==> src/rtl/out_port_bcd_seg.sv <==
// ---------------------------------------------------------------------------
// out_port_bcd_seg
//
// Sequential binary-to-BCD converter and two-digit 7-segment driver for one
// 32-bit CPU output port. Whenever the port value changes, the low IN_W bits
// are converted with an iterative double-dabble FSM (one step per clock).
// The result is latched onto an active-low HEX digit pair. The displayed
// digits hold steady between conversions.
//
// Parameters:
//   IN_W      number of low port bits converted (7..16); any set bit in
//             out_port[31:IN_W] makes the value an overflow
//   BLANK_LZ  1: a tens digit of 0 is shown blank
//
// Ports:
//   clk       system clock, rising-edge
//   reset     asynchronous, active-low reset
//   out_port  32-bit unsigned value from the CPU output port
//   HEX1      tens digit, active-low {g,f,e,d,c,b,a}
//   HEX0      ones digit, active-low {g,f,e,d,c,b,a}
//   busy      high while a conversion is in progress
//   ovf       high while the display shows the overflow pattern (dashes)
// ---------------------------------------------------------------------------
module out_port_bcd_seg #(
    parameter int IN_W     = 8,
    parameter bit BLANK_LZ = 1'b0
) (
    input  logic        clk,
    input  logic        reset,
    input  logic [31:0] out_port,
    output logic [6:0]  HEX1,
    output logic [6:0]  HEX0,
    output logic        busy,
    output logic        ovf
);

    // Shift register: 12-bit BCD field (hundreds/tens/ones) above the binary.
    localparam int SW = IN_W + 12;

    localparam logic [6:0] SEG_ZERO  = 7'b1000000;
    localparam logic [6:0] SEG_DASH  = 7'b0111111;
    localparam logic [6:0] SEG_BLANK = 7'b1111111;
    localparam logic [6:0] HEX1_RST  = BLANK_LZ ? SEG_BLANK : SEG_ZERO;
    localparam logic [4:0] LAST_STEP = 5'(IN_W - 1);

    typedef enum logic [1:0] {
        IDLE,
        SHIFT,
        LOAD
    } state_t;

    state_t        state;
    logic [31:0]   last_val;
    logic [SW-1:0] sr;
    logic [4:0]    cnt;
    logic          lost;

    logic [SW-1:0] adj;
    logic [SW-1:0] sr_next;
    logic [3:0]    ones;
    logic [3:0]    tens;
    logic [3:0]    hunds;
    logic          hi_nz;
    logic          too_big;

    function automatic logic [6:0] enc(input logic [3:0] d);
        logic [6:0] s;
        case (d)
            4'd0:    s = 7'b1000000;
            4'd1:    s = 7'b1111001;
            4'd2:    s = 7'b0100100;
            4'd3:    s = 7'b0110000;
            4'd4:    s = 7'b0011001;
            4'd5:    s = 7'b0010010;
            4'd6:    s = 7'b0000010;
            4'd7:    s = 7'b1111000;
            4'd8:    s = 7'b0000000;
            4'd9:    s = 7'b0010000;
            default: s = SEG_DASH;
        endcase
        return s;
    endfunction

    // Double-dabble step: add 3 to every BCD nibble >= 5, then shift left.
    always_comb begin
        adj = sr;
        for (int unsigned k = 0; k < 3; k++) begin
            if (sr[IN_W + 4*k +: 4] >= 4'd5) begin
                adj[IN_W + 4*k +: 4] = sr[IN_W + 4*k +: 4] + 4'd3;
            end
        end
    end

    assign sr_next = {adj[SW-2:0], 1'b0};

    assign ones    = sr[IN_W     +: 4];
    assign tens    = sr[IN_W + 4 +: 4];
    assign hunds   = sr[IN_W + 8 +: 4];
    assign hi_nz   = |(last_val >> IN_W);
    // A bit falling off the top of the BCD field means the value is >= 1000,
    // which would otherwise wrap and leave the hundreds nibble looking clean.
    assign too_big = hi_nz || (hunds != 4'd0) || lost;

    always_ff @(posedge clk or negedge reset) begin
        if (!reset) begin
            state    <= IDLE;
            last_val <= '0;
            sr       <= '0;
            cnt      <= '0;
            lost     <= 1'b0;
            busy     <= 1'b0;
            ovf      <= 1'b0;
            HEX1     <= HEX1_RST;
            HEX0     <= SEG_ZERO;
        end else begin
            case (state)
                IDLE: begin
                    if (out_port != last_val) begin
                        last_val <= out_port;
                        sr       <= {12'b0, out_port[IN_W-1:0]};
                        cnt      <= '0;
                        lost     <= 1'b0;
                        busy     <= 1'b1;
                        state    <= SHIFT;
                    end
                end
                SHIFT: begin
                    sr   <= sr_next;
                    lost <= lost | adj[SW-1];
                    cnt  <= cnt + 5'd1;
                    if (cnt == LAST_STEP) begin
                        state <= LOAD;
                    end
                end
                LOAD: begin
                    if (too_big) begin
                        HEX1 <= SEG_DASH;
                        HEX0 <= SEG_DASH;
                        ovf  <= 1'b1;
                    end else begin
                        HEX1 <= (BLANK_LZ && tens == 4'd0) ? SEG_BLANK : enc(tens);
                        HEX0 <= enc(ones);
                        ovf  <= 1'b0;
                    end
                    busy  <= 1'b0;
                    state <= IDLE;
                end
                default: begin
                    busy  <= 1'b0;
                    state <= IDLE;
                end
            endcase
        end
    end

endmodule

==> config.mk <==
export PLATFORM = sky130hd
export DESIGN_NAME = out_port_bcd_seg
export DESIGN_NICKNAME = d
export VERILOG_FILES = /design/src/rtl/out_port_bcd_seg.sv
export SDC_FILE = /design/constraint.sdc
export NUM_CORES = 1
export LEC_CHECK = 0
export BUFFER_PORTS_ARGS = -buffer_cell sky130_fd_sc_hd__buf_2
export CORE_AREA = 3 3 103 105
export DETAILED_ROUTE_END_ITERATION = 16
export DIE_AREA = 0 0 106 108
export PLACE_DENSITY = 0.54
export SKIP_CTS_REPAIR_TIMING = 1
export SLEW_MARGIN = 20
export SYNTH_ARGS = -nofsm -noshare
export SYNTH_HDL_FRONTEND = slang
export SYNTH_SLANG_ARGS = --single-unit
==> constraint.sdc <==
create_clock -name clk -period 4.36 [get_ports clk]
set_clock_uncertainty 0.1 [all_clocks]
set_input_delay 0.218 -clock clk [delete_from_list [all_inputs] [get_ports clk]]
set_output_delay 0.218 -clock clk [all_outputs]
set_load 0.005 [all_outputs]
==> results of run 1 <==
## how the worst max path moves through the flow
stage	cells after the start	from	end	slack, ns
4_1_cts	6	last_val[24]	last_val[19]	1.84
6_report	6	last_val[26]	last_val[31]	1.88
3_3_place_gp	6	last_val[24]	last_val[13]	1.87
5_1_grt	6	last_val[24]	last_val[25]	1.73
3_5_place_dp	6	last_val[24]	last_val[31]	1.86
2_1_floorplan	7	last_val[28]	sr[1]	2.40
## per-stage QoR
stage / total power (uW) / hold WS, ns
5_1_grt: 1452 / 0.01589
3_5_place_dp: 846.9 / 0.3374
6_report: 1385 / 0.02099
4_1_cts: 1410 / -0.04596
3_3_place_gp: 846.3 / 0.3441
2_1_floorplan: 793.9 / -0.1776
## power by group
group	internal [uW]	switching (uW)	total, uW
clock network	294	258	553
logic	42.7	50.3	93.0
registers	723	15.6	739
## kinds of logic after synthesis
logic type,count (synthesis),share of synthesized area
DFF,76,0.4864
adders and majority gates,15,0.04794
AOI/OAI and AO/OA,73,0.1173
and+or+nand+nor,97,0.1234
xor gates and xnor gates,39,0.08725
muxes,36,0.1026
buffers and inverters,28,0.03515
## state kept, by name, indices dropped and copies added, names as in the netlist
register / cells
cnt: 5
state: 2
HEX1: 7
busy: 1
last_val: 32
ovf: 1
HEX0: 7
lost: 1
sr: 20
## Yosys cell counts
| library cell | number | share of area |
|---|---|---|
| sky130_fd_sc_hd__a21o_1 | 1 | 0.0019 |
| sky130_fd_sc_hd__a21oi_1 | 25 | 0.032 |
| sky130_fd_sc_hd__a221o_1 | 7 | 0.018 |
| sky130_fd_sc_hd__a22o_1 | 6 | 0.013 |
| sky130_fd_sc_hd__a311o_1 | 1 | 0.0026 |
| sky130_fd_sc_hd__a31o_2 | 1 | 0.0022 |
| sky130_fd_sc_hd__a31oi_1 | 2 | 0.0032 |
| sky130_fd_sc_hd__and2_1 | 9 | 0.014 |
| sky130_fd_sc_hd__buf_1 | 1 | 0.00096 |
| sky130_fd_sc_hd__buf_2 | 2 | 0.0026 |
| sky130_fd_sc_hd__buf_6 | 4 | 0.012 |
| sky130_fd_sc_hd__clkbuf_1 | 10 | 0.0096 |
| sky130_fd_sc_hd__dfrtp_1 | 74 | 0.47 |
| sky130_fd_sc_hd__dfstp_2 | 2 | 0.013 |
| sky130_fd_sc_hd__ha_1 | 15 | 0.048 |
| sky130_fd_sc_hd__inv_1 | 11 | 0.011 |
| sky130_fd_sc_hd__mux2_2 | 33 | 0.095 |
| sky130_fd_sc_hd__mux2i_1 | 3 | 0.0077 |
| sky130_fd_sc_hd__nand2_1 | 21 | 0.020 |
| sky130_fd_sc_hd__nand2b_1 | 5 | 0.0080 |
| sky130_fd_sc_hd__nand3_1 | 2 | 0.0026 |
| sky130_fd_sc_hd__nand4_1 | 4 | 0.0064 |
| sky130_fd_sc_hd__nor2_1 | 29 | 0.028 |
| sky130_fd_sc_hd__nor2b_1 | 3 | 0.0048 |
| sky130_fd_sc_hd__nor3_1 | 4 | 0.0051 |
| sky130_fd_sc_hd__nor3b_1 | 3 | 0.0058 |
| sky130_fd_sc_hd__nor4_1 | 14 | 0.022 |
| sky130_fd_sc_hd__nor4b_1 | 2 | 0.0045 |
| sky130_fd_sc_hd__o21a_1 | 2 | 0.0038 |
| sky130_fd_sc_hd__o21ai_0 | 18 | 0.023 |
| sky130_fd_sc_hd__o22ai_1 | 7 | 0.011 |
| sky130_fd_sc_hd__o31ai_1 | 2 | 0.0038 |
| sky130_fd_sc_hd__o32ai_1 | 1 | 0.0022 |
| sky130_fd_sc_hd__or2_2 | 1 | 0.0016 |
| sky130_fd_sc_hd__xnor2_1 | 5 | 0.011 |
| sky130_fd_sc_hd__xor2_1 | 34 | 0.076 |
## layout make-up
type / instances / area (um^2) / area share
timing repair buffer: 55 / 295.3 / 0.06583
sequential: 76 / 1904 / 0.4245
tap: 133 / 166.4 / 0.03710
clock buffer: 12 / 155.1 / 0.03459
multi-input combinational: 260 / 1876 / 0.4181
inverter: 11 / 41.29 / 0.009205
clock inverter: 4 / 47.55 / 0.01060
## worst register-to-register path, delay by kind of cell (launching register included)
kind | cells | cell delay, ns
DFF | 1 | 0.41
and+or+nand+nor | 2 | 0.26
buffers and inverters | 1 | 0.49
muxes | 1 | 0.42
AOI/OAI and AO/OA | 1 | 0.41
xor gates and xnor gates | 1 | 0.28
## per-layer routing
| layer | track usage | wire length (um) | share of wire | up-vias |
|---|---|---|---|---|
| met3 | 0.03821 | 285 | 0.034 | 10 |
| met2 | 0.2495 | 3835 | 0.46 | 50 |
| li1 | - | - | - | 1385 |
| met5 | 0 | 0 | 0 | - |
| met4 | 0.04440 | 104 | 0.013 | 0 |
| met1 | 0.2163 | 4056 | 0.49 | 1365 |
==> impl_summary.txt, run 1 <==
----------------------------------------------------
[Floorplanning]
  Initial core utilization ... 0.4024
  Io pins ... 50
  Std-Cell Rows ... 36
  Floorplan Core Area ... 9729 um^2
  DIE HEIGHT ... 108 um
  Total Die Area ... 11450 um^2
  Overall die width ... 106 um

[Clocking]
  TritonCTS buffer count ... 9
  Sinks on Clock Net ... 76
  Clk root buf ... sky130_fd_sc_hd__clkbuf_8
  Clock transition at path regs ... 0.08 ns
  Max Buffers Root-to-Sink ... 2
  H-tree Lvls ... 3
  Clock tree from TritonCTS ... yes
  Worst-skew pair later-pin latency ... 0.35 ns

[Power and ir drop]
  Static leakage ... 0.001879 uW
  Power Density ... 308.7 nW/um^2
  Maximum vdd ir drop ... 0.0001611 V

[Placement]
  Placed Cells ... 534
  Number of buffers added on ports ... 49
  Routability Congestion ... 0.7421
  Post-DP HPWL ... 5.817 mm
  Setup WS pre-CTS ... 1.863 ns
  Total cell area at the placement stage ... 4270 um^2

[STA]
  Number of slew-limit violations in the final report ... 0
  Setup violations, final ... 0
  RSZ-0062 raised after global routing ... no
  Max_slew headroom ... 0.3569
  Total negative setup slack ... 0 ns
  Upper clock frequency limit ... 403.4 MHz
  Worst Max-Slew Pin Slew ... 0.9647 ns
  Final Hold Vio Count ... 0
  Share of the cycle needed by the critical path after routing ... 0.5686
  Final WS setup ... 1.881 ns
  Shortest period the worst path allows ... 2.479 ns

[Setup path]
  Setup slack of the most critical reg-to-reg path ... 1.88 ns
  Worst Path Buf+Inv ... 1
  Critical Path AT ... 2.62 ns
  Logic depth of the worst register-to-register path ... 6
  Max stage delay on crit path ... 0.49 ns
  CP max FO ... 35
  Cell-by-cell trace of the critical path ... xor2_1, nor4_1, nand4_1, o21a_1, buf_4, mux2_2
  Startpoint of the worst register-to-register path ... last_val[26]
  CP required ... 4.50 ns
  Critical Path Sink Type ... register
  Crit-path slowest cell ... sky130_fd_sc_hd__buf_4
  Kind of critical path ... reg2reg
  Reg2Reg Capture Point ... last_val[31]
  Startpoint kind of the worst setup timing path ... register
  Top Family by Delay on Critical Path ... buffers and inverters

[Run]
  Max capacitance violation total ... 0

[Global route]
  Initial antenna violation count ... 0
  Number of global-route vias before repair ... 2830
  Global-route wire length before repair ... 14.21 mm
  Total routing resource utilization after global routing ... 0.1574
  Pin count of the biggest net entering global routing ... 77
  Final global-route overflow total ... 0

[Cells and area]
  Number of nets in the layout ... 462
  Utilization of the core after routing ... 0.4610
  Final Instance Area ... 4486 um^2
  Commonest non-fill, non-tap cells in the layout ... 74 x sky130_fd_sc_hd__dfrtp_1, 48 x sky130_fd_sc_hd__buf_2, 34 x sky130_fd_sc_hd__xor2_1, 33 x sky130_fd_sc_hd__mux2_2, 29 x sky130_fd_sc_hd__nor2_1
  Post-layout instance count excluding filler cells ... 551
  Share of post-route cells with drive strength above 1 ... 0.2560
  Leading cell type in the layout, fill and taps excluded ... sky130_fd_sc_hd__dfrtp_1
  Diode insertion count for antenna repair ... 0
  Area growth syn-to-layout ... 14.57%
  Number of inserted filler cells in the final layout ... 972

[Drt]
  Total number of vias ... 2810
  Wirelength per Cell ... 15.03 um
  DRC errors left ... 0
  Detailed Route WL ... 8.282 mm
  Number of vias per cell ... 5.100
  Post-detailed-route count of antenna-violating nets ... 0
  Count of routing violations after the opening detailed-route iteration ... 58
  Pre-Repair DR Iteration Count ... 4

[Logic synthesis]
  Gate count of the mapped netlist ... 364
  Total standard cell area after synthesis ... 3915 um^2
  Flops & latches, synth ... 76
  Synth Area per Inst ... 10.76 um^2
  Fraction of the yosys area taken by sequential cells ... 0.4864
  Count of distinct cell types in the synthesized netlist ... 36
  Mapped Nets ... 413
  Yosys synthesis warning count ... 0

[Hold path]
  Hold Path Depth ... 2
  Min-Delay Path Class ... in2reg
  WHS Endpoint ... last_val[18]
  HP Start ... out_port[18]

[Run status]
  Result of the run ... completed

----------------------------------------------------
(Power assumes the default switching activity.)
==> run 2, diff against run 1 <==
Settings changed: ABC_AREA from default to 1, CORE_AREA 3 3 103 105 to 3 3 107 109, DIE_AREA 0 0 106 108 to 0 0 110 112.
Clock period 4.36 ns to 2.3 ns, I/O delays scaled along.
==> run 2 against run 1 <==
The run now ends with hold timing left. Combinational power grew to 24 times the previous value. Highest routed layer unchanged. Register-to-register slack got worse by 1.5 ns. Sequential share of layout area is 5.2 points lower. Sequential power grew to 3.0 times the previous value. Total power grew to 4.0 times the previous value. Worst hold slack worse by 0.055 ns. Global-route usage grew 0.62 points.
==> impl_summary.txt, run 2 <==
----------------------------------------------------
[Floorplanning]
  Initial core utilization ... 0.3939 (-0.008474)
  DIE HEIGHT ... 112 um (+3.7%)
  Floorplan Core Area ... 10700 um^2 (+10%)
  Std-Cell Rows ... 38 (+5.6%)
  Overall die width ... 110 um (+3.8%)
  Io pins ... 50 (unchanged)
  Total Die Area ... 12320 um^2 (+7.6%)

[Logic synthesis]
  Async S/R FF share, synth ... 1.000 (unchanged)
  Fraction of the yosys area taken by sequential cells ... 0.4519 (-0.03452)
  Total standard cell area after synthesis ... 4214 um^2 (+7.6%)
  Top-count cell post-synth ... sky130_fd_sc_hd__nand2_1
  Most frequently used flop master after synthesis ... sky130_fd_sc_hd__dfrtp_1
  Flops & latches, synth ... 76 (unchanged)
  Mapped Nets ... 590 (+43%)
  Gate count of the mapped netlist ... 541 (+49%)
  Post-synth EDFFs ... 0 (unchanged)
  Most used standard cells in the synthesized netlist ... 160 x sky130_fd_sc_hd__nand2_1, 74 x sky130_fd_sc_hd__dfrtp_1, 57 x sky130_fd_sc_hd__nor2_1, 53 x sky130_fd_sc_hd__inv_1
  Yosys synthesis warning count ... 0 (unchanged)
  Count of distinct cell types in the synthesized netlist ... 31 (-14%)
  Area contributors post-synth ... sky130_fd_sc_hd__dfrtp_1 44%, sky130_fd_sc_hd__nand2_1 14%, sky130_fd_sc_hd__nor2_1 5.1%, sky130_fd_sc_hd__nand3_1 4.9%, sky130_fd_sc_hd__o21ai_0 4.9%
  Synth Area per Inst ... 7.789 um^2 (-28%)
  Cell type with the largest total area after synthesis ... sky130_fd_sc_hd__dfrtp_1
  Portion of synthesized cell area occupied by the leading cell type ... 0.4394 (-0.03356)

[Global route]
  Initial antenna violation count ... 0 (unchanged)
  Total routing resource utilization after global routing ... 0.1636 (+0.006201)
  Final global-route overflow total ... 0 (unchanged)
  Global-route wire length before repair ... 16.18 mm (+14%)
  Number of global-route vias before repair ... 3414 (+21%)
  Pin count of the biggest net entering global routing ... 40 (-48%)

[Clocking]
  Max Buffers Root-to-Sink ... 2 (unchanged)
  Sinks on Clock Net ... 76 (unchanged)
  H-tree Lvls ... 3 (unchanged)
  Clock transition at path regs ... 0.08 ns (about the same)
  Clock tree from TritonCTS ... yes
  TritonCTS buffer count ... 9 (unchanged)
  Clk root buf ... sky130_fd_sc_hd__clkbuf_8
  Worst-skew pair later-pin latency ... 0.35 ns (about the same)

[Setup path]
  Startpoint kind of the worst setup timing path ... register
  Critical Path Sink Type ... register
  CP max FO ... 22 (-37%)
  Critical Path AT ... 2.14 ns (-0.48 ns)
  CP required ... 2.48 ns (-2.02 ns)
  Kind of critical path ... reg2reg

[Cells and area]
  Number of inserted filler cells in the final layout ... 1054 (+8.4%)
  Flip-flop count of the largest register, all copies and words added ... 32 (unchanged)
  Register containing the most flip-flops in the final layout ... last_val
  Final Instance Area ... 5112 um^2 (+14%)
  Multi-input gate area in the final layout ... 1977 um^2 (+5.4%)
  Post-layout instance count excluding filler cells ... 765 (+39%)
  Share of post-route cells with drive strength above 1 ... 0.1504 (-0.1056)
  Area growth syn-to-layout ... 21.32%
  Commonest non-fill, non-tap cells in the layout ... 160 x sky130_fd_sc_hd__nand2_1, 74 x sky130_fd_sc_hd__dfrtp_1, 57 x sky130_fd_sc_hd__nor2_1, 53 x sky130_fd_sc_hd__inv_1, 48 x sky130_fd_sc_hd__buf_2
  Utilization of the core after routing ... 0.4779 (+0.01686)
  Number of nets in the layout ... 669 (+45%)
  Diode insertion count for antenna repair ... 0 (unchanged)
  Leading cell type in the layout, fill and taps excluded ... sky130_fd_sc_hd__nand2_1
  Largest registers ... last_val: 32 flops, sr: 20 flops
  FF+latch area ... 1904 um^2 (unchanged)

[Drt]
  Pre-Repair DR Iteration Count ... 4 (unchanged)
  Number of vias per cell ... 4.723 (-7.4%)
  Detailed Route WL ... 9.678 mm (+17%)
  Wirelength per Cell ... 12.65 um (-16%)
  Post-detailed-route count of antenna-violating nets ... 0 (unchanged)
  DRC errors left ... 0 (unchanged)
  Total number of vias ... 3613 (+29%)
  Count of routing violations after the opening detailed-route iteration ... 184 (+220%)

[STA]
  Setup violations, final ... 0 (unchanged)
  Upper clock frequency limit ... 509.9 MHz (+26%)
  Max_slew headroom ... 0.5373 (+0.1804)
  RSZ-0062 raised after global routing ... no
  Share of the cycle needed by the critical path after routing ... 0.8526 (+0.2840)
  Worst Max-Slew Pin Slew ... 0.6931 ns (-0.2716 ns)
  Shortest period the worst path allows ... 1.961 ns (-0.5181 ns)
  Number of slew-limit violations in the final report ... 0 (unchanged)
  Worst-case hold slack ... -0.03413 ns (-0.05512 ns)
  Total negative setup slack ... 0 ns (unchanged)
  Final Hold Vio Count ... 6 (+6)

[Placement]
  Total cell area at the placement stage ... 4623 um^2 (+8.3%)
  Placed Cells ... 721 (+35%)
  Number of buffers added on ports ... 49 (unchanged)
  Routability Congestion ... 0.8085 (+8.9%)
  Post-DP HPWL ... 6.976 mm (+20%)

[Run status]
  Result of the run ... finished with violations
  Violated checks ... hold timing

[Power and ir drop]
  Power Density ... 1091 nW/um^2 (+250%)
  Overall power of the completed layout ... 5578 uW (+300%)
  Static leakage ... 0.002562 uW (+36%)
  Maximum vdd ir drop ... 0.0003448 V (+110%)

[Hold path]
  Min-Delay Path Class ... in2reg

[Run]
  Max capacitance violation total ... 0 (unchanged)

----------------------------------------------------
## run 2: changes by cell type after synthesis, moves of 11 or more
cell,before,now
sky130_fd_sc_hd__xor2_1,34,2
sky130_fd_sc_hd__xnor2_1,5,22
sky130_fd_sc_hd__nor4_1,14,1
sky130_fd_sc_hd__mux2_2,33,0
sky130_fd_sc_hd__nand2_1,21,160
sky130_fd_sc_hd__nand3_2,0,11
sky130_fd_sc_hd__inv_1,11,53
sky130_fd_sc_hd__nand3_1,2,41
sky130_fd_sc_hd__o21ai_0,18,41
sky130_fd_sc_hd__nor2_1,29,57
## run 2: path summary, 6_finish.rpt
| check | from | end | slack (ns) | cells past startpoint |
|---|---|---|---|---|
| setup / recovery | last_val[23] | sr[13] | 0.34 | 10 |
| hold / removal | out_port[26] | last_val[26] | -0.03 | 3 |
| setup reg to reg | last_val[23] | sr[13] | 0.34 | 10 |
| hold reg to reg | sr[7] | sr[8] | 0.38 | 2 |
| max in group asynchronous | reset | HEX0[6] | 1.26 | 3 |
| min in group asynchronous | reset | last_val[26] | 0.18 | 2 |
## run 2: area by class of cell
type	instances	area share
repair buffers	86	0.1238
multi-input cells	390	0.3867
inverters	57	0.04185
clock buffers	11	0.02570
clock inverters	5	0.01517
flip-flops and latches	76	0.3725
well taps	140	0.03426
## run 2: report_power, final
part | switching, uW | total, uW | internal, uW
combinational | 1300 | 2230 | 927
sequential | 451 | 2250 | 1790
clock | 493 | 1100 | 609
## run 2: per-stage QoR
step	hold slack, ns	setup slack [ns]
final	-0.03413	0.3390
after global routing	0.003754	0.1295
after CTS	-0.3576	0.3476
after detailed placement	0.03196	0.3726
after global placement	0.03374	0.3918
after floorplan	-0.2806	0.7131
## run 2: routing by layer
metal  track usage  wire length (um)  part of all wire  up-vias
met2        0.2496              4450              0.46       49
li1              -                 -                 -     1876
met5             0                 0                 0        -
met3       0.02319               278             0.029       15
met4       0.06484               163             0.017        0
met1        0.2329              4785              0.49     1673
## run 2: cells by family (layout without fill, tap and decap cells)
logic type / Yosys count / count (layout) / share of synthesized area
xor gates and xnor gates: 24 / 24 / 0.04988
AOI/OAI and AO/OA: 70 / 70 / 0.08789
buffers and inverters: 75 / 159 / 0.07898
DFF: 76 / 76 / 0.4519
adders and majority gates: 15 / 15 / 0.04454
and+or+nand+nor: 281 / 281 / 0.2868
## run 2: worst max-delay path: stages (launching register included)
cell and delay, ns:
sky130_fd_sc_hd__dfrtp_1 0.42, sky130_fd_sc_hd__xnor2_1 0.17, sky130_fd_sc_hd__nand2_1 0.07, sky130_fd_sc_hd__nor2_1 0.12, sky130_fd_sc_hd__nand2_1 0.13, sky130_fd_sc_hd__nor2_1 0.15
sky130_fd_sc_hd__nand2_2 0.08, sky130_fd_sc_hd__nand2_4 0.25, sky130_fd_sc_hd__buf_4 0.26, sky130_fd_sc_hd__nand3_2 0.07, sky130_fd_sc_hd__nand2_1 0.08
==> run 3, diff against run 2 <==
Settings changed: BUFFER_PORTS_ARGS -buffer_cell sky130_fd_sc_hd__buf_2 to default, CAP_MARGIN from default to 40, DONT_BUFFER_PORTS from default to 1, PLACE_DENSITY 0.54 to 0.5.
==> run 3 against run 2 <==
The run now ends clean. Combinational power is 2% lower. Register-to-register slack improved by 0.08 ns. Clock-buffer cell count increased by 2. Global-route usage is 0.25 points lower. Via count fell by 3.5%. Flip-flop and latch count did not move. Maximum frequency increased by 4.4%. Sequential share of layout area rose by 1.3 points. Critical path depth unchanged. Critical path type unchanged.
==> impl_summary.txt, run 3 (synthesized netlist as in run 2, its figures left out) <==
----------------------------------------------------
[Power and ir drop]
  Static leakage ... 0.002421 uW (-5.5%)
  Power Density ... 1132 nW/um^2 (+3.8%)
  Maximum vdd ir drop ... 0.0004093 V (+19%)

[Cells and area]
  Largest registers ... last_val: 32 flops, sr: 20 flops
  Utilization of the core after routing ... 0.4614 (-0.01649)
  Register containing the most flip-flops in the final layout ... last_val
  Area growth syn-to-layout ... 17.13%
  Share of post-route cells with drive strength above 1 ... 0.07904 (-0.07136)
  Number of nets in the layout ... 626 (-6.4%)
  Leading cell type in the layout, fill and taps excluded ... sky130_fd_sc_hd__nand2_1
  Post-layout instance count excluding filler cells ... 722 (-5.6%)
  Flip-flop count of the largest register, all copies and words added ... 32 (unchanged)
  Diode insertion count for antenna repair ... 0 (unchanged)
  Commonest non-fill, non-tap cells in the layout ... 160 x sky130_fd_sc_hd__nand2_1, 74 x sky130_fd_sc_hd__dfrtp_1, 57 x sky130_fd_sc_hd__nor2_1, 53 x sky130_fd_sc_hd__inv_1

[Drt]
  Post-detailed-route count of antenna-violating nets ... 0 (unchanged)
  Wirelength per Cell ... 13.36 um (+5.6%)
  Detailed Route WL ... 9.646 mm (-0.33%)
  Total number of vias ... 3488 (-3.5%)
  Number of vias per cell ... 4.831 (+2.3%)
  Count of routing violations after the opening detailed-route iteration ... 212 (+15%)
  Pre-Repair DR Iteration Count ... 4 (unchanged)
  DRC errors left ... 0 (unchanged)

[Global route]
  Initial antenna violation count ... 0 (unchanged)
  Global-route wire length before repair ... 15.90 mm (-1.7%)
  Number of global-route vias before repair ... 3315 (-2.9%)
  Final global-route overflow total ... 0 (unchanged)
  Total routing resource utilization after global routing ... 0.1611 (-0.002495)
  Pin count of the biggest net entering global routing ... 77 (+93%)

[Floorplanning]
  Total Die Area ... 12320 um^2 (unchanged)
  DIE HEIGHT ... 112 um (unchanged)
  Initial core utilization ... 0.3939 (unchanged)
  Io pins ... 50 (unchanged)
  Overall die width ... 110 um (unchanged)
  Floorplan Core Area ... 10700 um^2 (unchanged)
  Std-Cell Rows ... 38 (unchanged)

[Setup path]
  Critical Path Sink Type ... register
  Top Family by Delay on Critical Path ... simple AND/OR/NAND/NOR gates
  Max stage delay on crit path ... 0.42 ns (about the same)
  Critical Path AT ... 2.05 ns (-0.09 ns)
  Most frequent cell on the critical path ... sky130_fd_sc_hd__nand2_1
  Cell-by-cell trace of the critical path ... xnor2_1, nand2_1, nor2_1, nand2_1, nor2_1, nand2_2, nand2_4, buf_4, nand2_1, nand2_1
  CP required ... 2.47 ns (about the same)
  Worst Path Buf+Inv ... 1 (unchanged)
  Crit-path slowest cell ... sky130_fd_sc_hd__dfrtp_1
  Kind of critical path ... reg2reg
  Startpoint kind of the worst setup timing path ... register
  CP max FO ... 16 (-27%)

[STA]
  Worst Max-Slew Pin Slew ... 0.5409 ns (-0.1521 ns)
  Worst-case hold slack ... 0.1776 ns (+0.2117 ns)
  Setup violations, final ... 0 (unchanged)
  Number of slew-limit violations in the final report ... 0 (unchanged)
  Share of the cycle needed by the critical path after routing ... 0.8165 (-0.03615)
  Final Hold Vio Count ... 0 (-6)
  Total negative setup slack ... 0 ns (unchanged)
  Upper clock frequency limit ... 532.5 MHz (+4.4%)
  Max_slew headroom ... 0.6388 (+0.1016)
  Shortest period the worst path allows ... 1.878 ns (-0.08315 ns)
  RSZ-0062 raised after global routing ... no

[Placement]
  Number of buffers added on ports ... 0 (-100%)
  Post-DP HPWL ... 6.493 mm (-6.9%)
  Placed Cells ... 672 (-6.8%)
  Routability Congestion ... 0.8137 (+0.64%)

[Clocking]
  Max Buffers Root-to-Sink ... 2 (unchanged)
  Clock transition at path regs ... 0.09 ns (about the same)
  H-tree Lvls ... 3 (unchanged)
  TritonCTS buffer count ... 9 (unchanged)
  Sinks on Clock Net ... 76 (unchanged)
  Clock tree from TritonCTS ... yes
  Clk root buf ... sky130_fd_sc_hd__clkbuf_8
  Worst-skew pair later-pin latency ... 0.34 ns (about the same)

[Run]
  Max capacitance violation total ... 0 (unchanged)

[Run status]
  Result of the run ... completed

[Hold path]
  Min-Delay Path Class ... in2async

----------------------------------------------------
==> run 3: cell types whose count changed in the layout (fill, tap and decap cells not counted), sizes merged <==
cell	previous run	this run
clkinv	2	1
clkinvlp	1	0
clkbuf	11	13
buf	58	10
dlygate4sd3	28	33
==> run 3: area by class of cell <==
type | instances | area [um^2]
clock inverter | 3 | 68.82
clock buffer | 13 | 158.9
tap | 140 | 175.2
fill | 1088 | 5762
sequential | 76 | 1904
multi-input combinational | 390 | 1977
inverter | 57 | 214.0
timing repair buffer | 43 | 437.9
==> run 3: worst register-to-register path: stages, from the launching register on <==
cell and delay, ns:
sky130_fd_sc_hd__dfrtp_1 0.42, sky130_fd_sc_hd__xnor2_1 0.19, sky130_fd_sc_hd__nand2_1 0.07, sky130_fd_sc_hd__nor2_1 0.11, sky130_fd_sc_hd__nand2_1 0.13, sky130_fd_sc_hd__nor2_1 0.16
sky130_fd_sc_hd__nand2_2 0.08, sky130_fd_sc_hd__nand2_4 0.17, sky130_fd_sc_hd__buf_4 0.24, sky130_fd_sc_hd__nand2_1 0.07, sky130_fd_sc_hd__nand2_1 0.07
==> run 3: report_power, final <==
group	leakage, uW	internal (uW)	switching, uW
clock	0.000114	675	492
sequential	0.000881	1790	448
combinational	0.00143	898	1280
total	0.00242	3370	2220
==> run 3: path summary, 6_finish.rpt <==
kind | startpoint | to | slack [ns] | depth (start not counted)
setup / recovery | last_val[22] | last_val[23] | 0.42 | 10
min in group clk | out_port[0] | last_val[8] | 0.26 | 9
setup reg to reg | last_val[22] | last_val[23] | 0.42 | 10
hold / removal | reset | last_val[26] | 0.18 | 2
hold reg to reg | lost | lost | 0.40 | 1
max in group asynchronous | reset | HEX0[6] | 1.52 | 2
==> run 3: routing by layer <==
metal	global-route usage	part of all wire	vias up
li1	-	-	1792
met1	0.2162	0.49	1641
met2	0.2617	0.47	51
met3	0.03304	0.035	4
met4	0.04572	0.0044	0
met5	0	0	-
==> run 3: stage by stage <==
stage,cell area [um^2],total power (uW),setup WS [ns]
global placement,4350,4343,0.4784
CTS,4578,5575,0.4098
finish,4936,5589,0.4222
global route,4936,6164,0.2190
detailed placement,4350,4382,0.4137
floorplan,4214,3919,0.7131
